<file path="src/rtl/barrel_shift_stage_if.sv">
`default_nettype none
// ============================================================================
//  Module   : barrel_shift_stage_if
//  Purpose  : Bundles the request port, result port and status outputs of
//             barrel_shift_stage.
//  Signals  : in_valid/in_ready/in_data/in_amt/in_dir   request handshake
//             out_valid/out_ready/out_data              result handshake
//             fifo_count                                requests queued
//             op_count                                  completed results
//  Modports : master - producer/consumer side, slave - shift stage side
//  Revision : 1.0  initial release
// ============================================================================
interface barrel_shift_stage_if #(
   parameter int DEPTH = 4,
   parameter int CNT_W = 16
);
   logic                     in_valid;
   logic                     in_ready;
   logic [31:0]              in_data;
   logic [4:0]               in_amt;
   logic                     in_dir;
   logic                     out_valid;
   logic                     out_ready;
   logic [31:0]              out_data;
   logic [$clog2(DEPTH):0]   fifo_count;
   logic [CNT_W-1:0]         op_count;

   modport master (
      output in_valid, in_data, in_amt, in_dir, out_ready,
      input  in_ready, out_valid, out_data, fifo_count, op_count
   );

   modport slave (
      input  in_valid, in_data, in_amt, in_dir, out_ready,
      output in_ready, out_valid, out_data, fifo_count, op_count
   );
endinterface
`default_nettype wire

</file>
<file path="src/rtl/barrel_shift_stage.sv">
`default_nettype none
// ============================================================================
//  Module   : barrel_shifter
//  Purpose  : 32-bit combinational logical shifter, zero fill both ways.
//  Ports    : i_data  operand, i_amt shift amount 0..31,
//             i_dir   0 = left, 1 = right, o_data shifted result
//  Revision : 1.0  initial release
// ============================================================================
module barrel_shifter (
   input  wire logic [31:0] i_data,
   input  wire logic [4:0]  i_amt,
   input  wire logic        i_dir,
   output logic      [31:0] o_data
);
   logic [31:0] w_acc;

   // Logarithmic structure: stage k shifts by 2^k when amount bit k is set.
   always_comb begin
      w_acc = i_data;
      for (int k = 0; k < 5; k++) begin
         if (i_amt[k]) begin
            w_acc = i_dir ? (w_acc >> (1 << k)) : (w_acc << (1 << k));
         end
      end
   end

   assign o_data = w_acc;
endmodule

// ============================================================================
//  Module   : barrel_shift_stage
//  Purpose  : Buffered valid/ready front end for barrel_shifter. Requests
//             are queued in a DEPTH-entry FIFO; the head entry is shifted
//             and captured in a registered output stage.
//  Ports    : clk        rising-edge clock
//             rst        synchronous active-high reset
//             bus.slave  request port, result port, fifo_count, op_count
//  Params   : DEPTH  FIFO entries (power of two, >= 2)
//             CNT_W  completed-operation counter width
//  Revision : 1.0  initial release
// ============================================================================
module barrel_shift_stage #(
   parameter int DEPTH = 4,
   parameter int CNT_W = 16
) (
   input  wire logic             clk,
   input  wire logic             rst,
   barrel_shift_stage_if.slave   bus
);
   localparam int PTR_W  = $clog2(DEPTH);
   localparam int CNT_FW = PTR_W + 1;
   localparam int ENT_W  = 38;
   localparam logic [CNT_FW-1:0] c_DEPTH = CNT_FW'(DEPTH);

   logic [ENT_W-1:0]  r_mem [DEPTH];
   logic [PTR_W-1:0]  r_wr_ptr;
   logic [PTR_W-1:0]  r_rd_ptr;
   logic [CNT_FW-1:0] r_count;
   logic              r_out_valid;
   logic [31:0]       r_out_data;
   logic [CNT_W-1:0]  r_op_count;

   logic              w_in_ready;
   logic              w_push;
   logic              w_pop;
   logic              w_out_hs;
   logic [ENT_W-1:0]  w_head;
   logic [31:0]       w_shift;

   // Readiness depends only on the occupancy register, so no combinational
   // path exists from out_ready back to in_ready.
   assign w_in_ready = (r_count != c_DEPTH);
   assign w_push     = bus.in_valid && w_in_ready;
   assign w_out_hs   = r_out_valid && bus.out_ready;
   // The output register may be refilled when empty or being drained now.
   assign w_pop      = (r_count != '0) && (!r_out_valid || bus.out_ready);
   assign w_head     = r_mem[r_rd_ptr];

   barrel_shifter u_shifter (
      .i_data (w_head[37:6]),
      .i_amt  (w_head[5:1]),
      .i_dir  (w_head[0]),
      .o_data (w_shift)
   );

   // Storage carries no reset: pointers and count define which entries live.
   always_ff @(posedge clk) begin
      if (w_push) begin
         r_mem[r_wr_ptr] <= {bus.in_data, bus.in_amt, bus.in_dir};
      end
   end

   always_ff @(posedge clk) begin
      if (rst) begin
         r_wr_ptr <= '0;
         r_rd_ptr <= '0;
         r_count  <= '0;
      end else begin
         if (w_push) begin
            r_wr_ptr <= r_wr_ptr + PTR_W'(1);
         end
         if (w_pop) begin
            r_rd_ptr <= r_rd_ptr + PTR_W'(1);
         end
         case ({w_push, w_pop})
            2'b10:   r_count <= r_count + CNT_FW'(1);
            2'b01:   r_count <= r_count - CNT_FW'(1);
            default: r_count <= r_count;
         endcase
      end
   end

   always_ff @(posedge clk) begin
      if (rst) begin
         r_out_valid <= 1'b0;
         r_out_data  <= '0;
      end else if (w_pop) begin
         r_out_valid <= 1'b1;
         r_out_data  <= w_shift;
      end else if (w_out_hs) begin
         r_out_valid <= 1'b0;
      end
   end

   always_ff @(posedge clk) begin
      if (rst) begin
         r_op_count <= '0;
      end else if (w_out_hs) begin
         r_op_count <= r_op_count + CNT_W'(1);
      end
   end

   assign bus.in_ready   = w_in_ready;
   assign bus.out_valid  = r_out_valid;
   assign bus.out_data   = r_out_data;
   assign bus.fifo_count = r_count;
   assign bus.op_count   = r_op_count;
endmodule
`default_nettype wire

</file>
<file path="src/flat_wrapper.sv">
// flat-port wrapper written by rule: the top's interface ports become plain ports
module barrel_shift_stage_flat 
#(
   parameter int DEPTH = 4,
   parameter int CNT_W = 16
)
  (clk, rst, bus_in_valid, bus_in_data, bus_in_amt, bus_in_dir, bus_out_ready, bus_in_ready, bus_out_valid, bus_out_data, bus_fifo_count, bus_op_count);
  barrel_shift_stage_if #(.DEPTH(DEPTH), .CNT_W(CNT_W)) bus_i ();
  input  wire logic clk;
  input  wire logic rst;
  input wire logic [$bits(bus_i.in_valid)-1:0] bus_in_valid;
  input wire logic [$bits(bus_i.in_data)-1:0] bus_in_data;
  input wire logic [$bits(bus_i.in_amt)-1:0] bus_in_amt;
  input wire logic [$bits(bus_i.in_dir)-1:0] bus_in_dir;
  input wire logic [$bits(bus_i.out_ready)-1:0] bus_out_ready;
  output wire logic [$bits(bus_i.in_ready)-1:0] bus_in_ready;
  output wire logic [$bits(bus_i.out_valid)-1:0] bus_out_valid;
  output wire logic [$bits(bus_i.out_data)-1:0] bus_out_data;
  output wire logic [$bits(bus_i.fifo_count)-1:0] bus_fifo_count;
  output wire logic [$bits(bus_i.op_count)-1:0] bus_op_count;
  assign bus_i.in_valid = bus_in_valid;
  assign bus_i.in_data = bus_in_data;
  assign bus_i.in_amt = bus_in_amt;
  assign bus_i.in_dir = bus_in_dir;
  assign bus_i.out_ready = bus_out_ready;
  assign bus_in_ready = bus_i.in_ready;
  assign bus_out_valid = bus_i.out_valid;
  assign bus_out_data = bus_i.out_data;
  assign bus_fifo_count = bus_i.fifo_count;
  assign bus_op_count = bus_i.op_count;
  barrel_shift_stage #(.DEPTH(DEPTH), .CNT_W(CNT_W)) u_core (.clk(clk), .rst(rst), .bus(bus_i));
endmodule
</file>
<file path="config.mk">
export PLATFORM = sky130hd
export DESIGN_NAME = barrel_shift_stage_flat
export DESIGN_NICKNAME = d
export VERILOG_FILES = /design/src/rtl/barrel_shift_stage_if.sv /design/src/rtl/barrel_shift_stage.sv /design/src/flat_wrapper.sv
export SDC_FILE = /design/constraint.sdc
export NUM_CORES = 1
export LEC_CHECK = 0
export BUFFER_PORTS_ARGS = -buffer_cell sky130_fd_sc_hd__buf_2
export CAP_MARGIN = 20
export CORE_MARGIN = 2
export CORE_UTILIZATION = 60
export DETAILED_ROUTE_END_ITERATION = 10
export PLACE_DENSITY = 0.78
export SLEW_MARGIN = 5
export SYNTH_ARGS = -nofsm -noshare
export SYNTH_HDL_FRONTEND = slang
export SYNTH_SLANG_ARGS = --single-unit
export TNS_END_PERCENT = 10
</file>
<file path="constraint.sdc">
create_clock -name clk -period 3.6 [get_ports clk]
set_clock_uncertainty 0.15 [all_clocks]
set_input_delay 0.18 -clock clk [delete_from_list [all_inputs] [get_ports clk]]
set_output_delay 0.18 -clock clk [all_outputs]
set_load 0.02 [all_outputs]
</file>
==> metrics, run 1 <==
layout cells sized above 1 23.6%; internal power 7.11 mW; post-CTS setup buffer count 0; # fillers 1366; critical path startpoint category flop; Die Wd 145 um; status completed; Sink Count 210; sw frac 46.5%; Psw 6.18 mW; initial core utilization 61.0%; sequential share of the synthesized area 48.3%; worst-margin pin slew 1.07 ns; CTS tree done; core area 19500 sq um; num ports 95; Cell Pwr Density 969 nW/um^2; CP delay by family, top compound AO/OA/AOI/OAI gates; post-route setup slack 0.180 ns; Setup CP Type reg -> reg; total CTS buffers 22; Rows 51; Final nets 1229; WP data required 3.81 ns; pre-CTS WS 0.259 ns; Clock Power Share 16.0%; critical path's slowest cell mux4_4; CP Cell Sequence mux4_4 -> buf_4 -> mux2i_1 -> a211oi_2 -> a311oi_1 -> a21o_1 -> nor3_2 -> a211oi_1 -> nor4_1; Via-to-Cell Ratio 6.53; Final Hold Violating Endpoints 0; synth unique cells 80; EDFF count, synth 152; critical path data arrival time 3.63 ns; placed cell count 1380; Hold WC Path Type in -> reg; GRT overflow 0; H-tree depth 1; setup_tns 0 ns; Gate power share 60.4%; Post-synth ARST share 0%; max-slew violations 0; largest net degree at the start of global routing 44; Area Overhead vs Synth 15.6%; vias in the first global route 8798; maximum VDD drop 643 uV; initial antenna violation count 0; Max Root-Sink Buffers 3; Die ar. 20900 sq um; crit share post-route 95.0%; post-route ant nets 0; Total GRT Usage 31.8%; 1st-iter DRT viols 1079; Synth Register Bits 210; Routed WL 33.0 mm; GPL Wtd Cong 1.05; CP Capture Type flop; worst skew pair latency 0.53 ns; DRT Pass-1 Iters 8; Seq pwr share 23.6%; Cell Area, Synth 11900 sq um; Post-Layout Cell Count 1458; cells after synthesis 1048; Reg clk slew, reported paths 0.06 ns; DP HPWL 22.8 mm; Root Driver clkbuf_16; Vias 9523; Final Setup Violations 0; f_max 292 MHz; synthesized area per cell 11.3 sq um; Final Cell Area 13700 sq um; # DRC 0; Die Height 145 um; Ant. Diodes 0; Max-Cap Viols 0; DP Area 12600 sq um; critical path buffer and inverter count 1; Final min period 3.42 ns; Mapped Nets 1097; drt wl/cell 22.7 um; crit-path max cell delay 0.79 ns; CP max FO 13; RSZ-0062 raised after global routing no; yosys warns 0; Post-synth top flop edfxtp_1; Leak 4.98 nW; total power 13.3 mW; first-pass GRT wire length 50.6 mm; I/O Buffers 94; Slew HR 28.9%
[cells in the mapped netlist (5+ instances only)]
master | instances | area share (%)
edfxtp_1 | 152 | 38
nor2_1 | 111 | 3.5
mux2i_1 | 85 | 7.2
nand2_1 | 79 | 2.5
dfxtp_1 | 58 | 9.8
a21oi_1 | 55 | 2.3
o21ai_0 | 48 | 2.0
mux4_2 | 37 | 7.0
a211oi_1 | 31 | 2.0
nor3_1 | 30 | 1.3
buf_6 | 25 | 2.4
clkbuf_1 | 25 | 0.79
o22ai_1 | 24 | 1.3
mux2_2 | 22 | 2.1
a31oi_1 | 19 | 1.0
buf_2 | 17 | 0.72
nand3_1 | 15 | 0.63
a211oi_2 | 12 | 1.3
inv_1 | 10 | 0.32
nand2b_1 | 10 | 0.53
or3_1 | 10 | 0.53
xor2_1 | 10 | 0.74
and3_1 | 8 | 0.42
buf_4 | 8 | 0.51
a311oi_1 | 7 | 0.52
o211ai_1 | 7 | 0.44
a22oi_1 | 6 | 0.38
and2_1 | 6 | 0.32
buf_1 | 6 | 0.19
ha_1 | 6 | 0.63
o21ai_1 | 6 | 0.25
o21bai_1 | 6 | 0.38
xnor2_1 | 6 | 0.44
a32oi_1 | 5 | 0.37
[sequential cells by signal, summed over array words and instances, names as in the netlist, named ones only]
register	cells
u_core.bus.out_valid	1
u_core.r_wr_ptr	2
u_core.r_rd_ptr	2
u_core.bus.fifo_count	3
u_core.r_mem	152
u_core.bus.op_count	16
u_core.bus.out_data	32
[final timing paths]
| path | startpoint | endpoint | slack (ns) | depth (start not counted) |
|---|---|---|---|---|
| worst max-delay path | flop | u_core.bus.out_data[25] | 0.18 | 9 |
| worst min-delay path | rst | u_core.bus.out_data[15] | 0.07 | 2 |
| worst max register to register | flop | u_core.bus.out_data[25] | 0.18 | 9 |
| worst min register to register | u_core.bus.out_data[29] | u_core.bus.out_data[29] | 0.31 | 2 |
[cells in the final DEF, fill, tap and decap left out, types with 7 or more instances in the layout]
cell / synthesis / routed
mux2_2: 22 / 22
nand2_1: 79 / 79
o21ai_0: 48 / 48
nand2b_1: 10 / 10
a21oi_1: 55 / 55
o211ai_1: 7 / 7
xor2_1: 10 / 10
or3_1: 10 / 10
dfxtp_1: 58 / 56
edfxtp_1: 152 / 152
a211oi_2: 12 / 12
inv_1: 10 / 10
a311oi_1: 7 / 7
nand3_1: 15 / 15
dlygate4sd3_1: 0 / 40
a211oi_1: 31 / 31
mux2i_1: 85 / 83
nor2_1: 111 / 111
buf_4: 8 / 49
buf_2: 17 / 94
o22ai_1: 24 / 24
mux4_2: 37 / 35
clkbuf_16: 0 / 22
nor3_1: 30 / 30
a31oi_1: 19 / 19
[stage by stage]
| step | utilization (%) | hold slack, ns |
|---|---|---|
| final | 70.5 | 0.0696 |
| after global routing | 70.5 | 0.0853 |
| after CTS | 70.4 | 0.0395 |
| after detailed placement | 64.8 | 0.247 |
| after global placement | 64.8 | 0.241 |
| after floorplan | - | 0.129 |
[power by group through the flow]
stage	Clock (mW)	Combinational [mW]	Sequential [mW]
after floorplan	0	5.42	3.33
after global placement	0	7.65	3.18
after CTS	2.15	7.76	3.15
after global routing	2.25	8.52	3.18
after detailed placement	0	7.68	3.19
final	2.13	8.02	3.14
[logic make-up after synthesis]
kind of cell / count (synthesis) / synth area share, %
AO/OA/AOI/OAI: 284 / 17.1
buffers and inverters: 92 / 4.93
multiplexers: 145 / 16.5
XOR/XNOR: 16 / 1.18
AND/OR/NAND/NOR: 294 / 11.3
flip-flops: 210 / 48.3
adder cells (fa/ha/maj): 7 / 0.802
[per-layer routing]
metal | track usage [%] | wire, um | vias to the layer above
li1 | - | - | 4324
met2 | 48.6 | 14700 | 573
met1 | 46.4 | 14200 | 4545
met3 | 5.50 | 3050 | 81
met5 | 0 | 0 | -
met4 | 10.8 | 1140 | 0
[repair_timing]
action / CTS / global route
hold buffers: 40 / 0
endpoints found under the hold margin: 155 / 0
endpoints found under the setup margin: 0 / 0
gates resized for setup: 0 / 0
[final cells by class]
class | instances | area [sq um] | share of cell area [%]
clock buffers | 27 | 569 | 4.15
clock inverters | 10 | 105 | 0.766
inverters | 11 | 41.3 | 0.301
multi-input cells | 746 | 5580 | 40.7
flip-flops and latches | 210 | 5730 | 41.8
well taps | 265 | 332 | 2.42
repair buffers | 189 | 1360 | 9.91
Note: power is estimated with default switching activity, not from simulation.
==> run 2, diff against run 1 <==
CORE_ASPECT_RATIO = 0.75   (was not set)
CTS_BUF_LIST = sky130_fd_sc_hd__clkbuf_4 sky130_fd_sc_hd__clkbuf_8   (was not set)
SLEW_MARGIN = 20   (was 5)
==> run 2 against run 1 <==
Maximum frequency decreased by 1.8%. Routed wire length increased by 2.9%. Critical path type unchanged. Clock power fell by 5%. Non-clock buffer count is 10 higher. Die area is essentially flat. Critical endpoint is now u_core.bus.out_data[26]. Final cell count rose by 1.3%. Via count is 2.3% higher. Largest power group unchanged. First-iteration DRC count up 28%. Combinational power rose by 2%.
==> metrics, run 2 (synthesized netlist as in run 1, its figures left out) <==
CP delay by family, top multiplexers; status completed; num ports 95; Total GRT Usage 32.1%; CP max FO 32; Rows 44; Hold WC Path Type in -> reg; commonest non-fill, non-tap cell in the layout edfxtp_1; Die Height 126 um; critical path's slowest cell mux4_4; crit-path max cell delay 0.94 ns; Die Wd 166 um; CP Cell Sequence mux4_4 -> buf_4 -> mux2_2 -> or2_2 -> o21ai_0 -> a21boi_1 -> a211oi_1 -> a211oi_1; Leak 5.05 nW; Sink Count 210; Cell Pwr Density 968 nW/um^2; post-route ant nets 0; total CTS buffers 31; # DRC 0; WP data required 3.90 ns; most frequent CP cell a211oi_1; drt wl/cell 23.0 um; layout cells sized above 1 25.1%; H-tree depth 1; critical path startpoint category flop; max FFs per register 152; initial antenna violation count 2; Via-to-Cell Ratio 6.60; I/O Buffers 94; first-pass GRT wire length 53.1 mm; f_max 287 MHz; Root Driver clkbuf_8; # fillers 1394; GRT overflow 0; placed cell count 1377; Top reg by flops u_core.r_mem; crit share post-route 96.8%; DRT Pass-1 Iters 7; max-slew violations 0; Final Setup Violations 0; GPL Wtd Cong 1.05; CTS tree done; Final min period 3.48 ns; Final nets 1248; 1st-iter DRT viols 1378; hold path start bus_in_data[26]; initial core utilization 61.2%; Max-Cap Viols 0; core area 19400 sq um; setup_tns 0 ns; Slew HR 31.6%; worst skew pair latency 0.59 ns; worst-margin pin slew 1.03 ns; RSZ-0062 raised after global routing no; vias in the first global route 9406; Setup CP Type reg -> reg; Area Overhead vs Synth 16.1%; Ant. Diodes 0; Post-Layout Cell Count 1477; critical path data arrival time 3.79 ns; Reg clk slew, reported paths 0.07 ns; Final Hold Violating Endpoints 0; Routed WL 34.0 mm; largest net degree at the start of global routing 61; Vias 9742; CP Capture Type flop; commonest non-fill, non-tap cells in the layout 152 x edfxtp_1, 111 x nor2_1, 94 x buf_2, 83 x mux2i_1, 79 x nand2_1; critical path buffer and inverter count 1; DP HPWL 23.7 mm; Max Root-Sink Buffers 3; maximum VDD drop 764 uV; Die ar. 20900 sq um
-- run 2: cell types whose count changed in the layout (fill, tap and decap cells not counted), sizes merged --
cell,before,now
clkinv,6,20
clkbuf,27,33
buf,149,158
dlygate4sd3,40,41
bufinv,1,3
clkinvlp,2,1
-- run 2: final timing paths --
kind,endpoint,slack (ns),cells after the start
worst max-delay path,u_core.bus.out_data[26],0.12,8
worst min-delay path,u_core.r_mem[1][32],0.18,2
worst max register to register,u_core.bus.out_data[26],0.12,8
worst min register to register,u_core.bus.out_data[29],0.32,2
-- run 2: final cells by class --
type | instances | area, sq um | share of cell area [%]
clock buffers | 33 | 442 | 3.21
inverters | 11 | 41.3 | 0.300
flip-flops and latches | 210 | 5730 | 41.6
well taps | 253 | 317 | 2.30
multi-input cells | 746 | 5590 | 40.6
repair buffers | 199 | 1460 | 10.6
clock inverters | 25 | 198 | 1.44
-- run 2: routing by layer --
layer / GRT usage [%] / up-vias / part of all wire (%) / wire length [um]
met5: 0 / - / 0 / 0
met4: 9.94 / 0 / 2.6 / 875
met3: 6.51 / 78 / 9.4 / 3190
met2: 48.7 / 588 / 45 / 15300
met1: 47.3 / 4708 / 43 / 14700
li1: - / 4368 / - / -
-- run 2: where the power goes --
group	internal (mW)	switching, mW
registers	2.98	0.163
logic	3.02	5.16
clock network	1.05	0.964
total	7.06	6.28
-- run 2: timing repair --
item / in CTS / in global routing
endpoints found under the hold margin: 157 / 9
resized for setup: 0 / 1
setup buffers: 0 / 0
hold buffers: 40 / 1
endpoints found under the setup margin: 0 / 1
-- run 2: stage by stage --
| step | hold WS [ns] | total power, mW | instance area (sq um) | worst slack (ns) | util, % |
|---|---|---|---|---|---|
| final | 0.178 | 13.3 | 13800 | 0.116 | 71.1 |
| after global routing | 0.180 | 14.0 | 13800 | 0.0170 | 71.1 |
| after CTS | 0.127 | 13.0 | 13700 | 0.126 | 70.9 |
| after detailed placement | 0.248 | 11.0 | 12700 | 0.145 | 65.5 |
| after global placement | 0.244 | 11.0 | 12700 | 0.201 | 65.5 |
| after floorplan | 0.129 | 8.75 | 11900 | 0.807 | - |
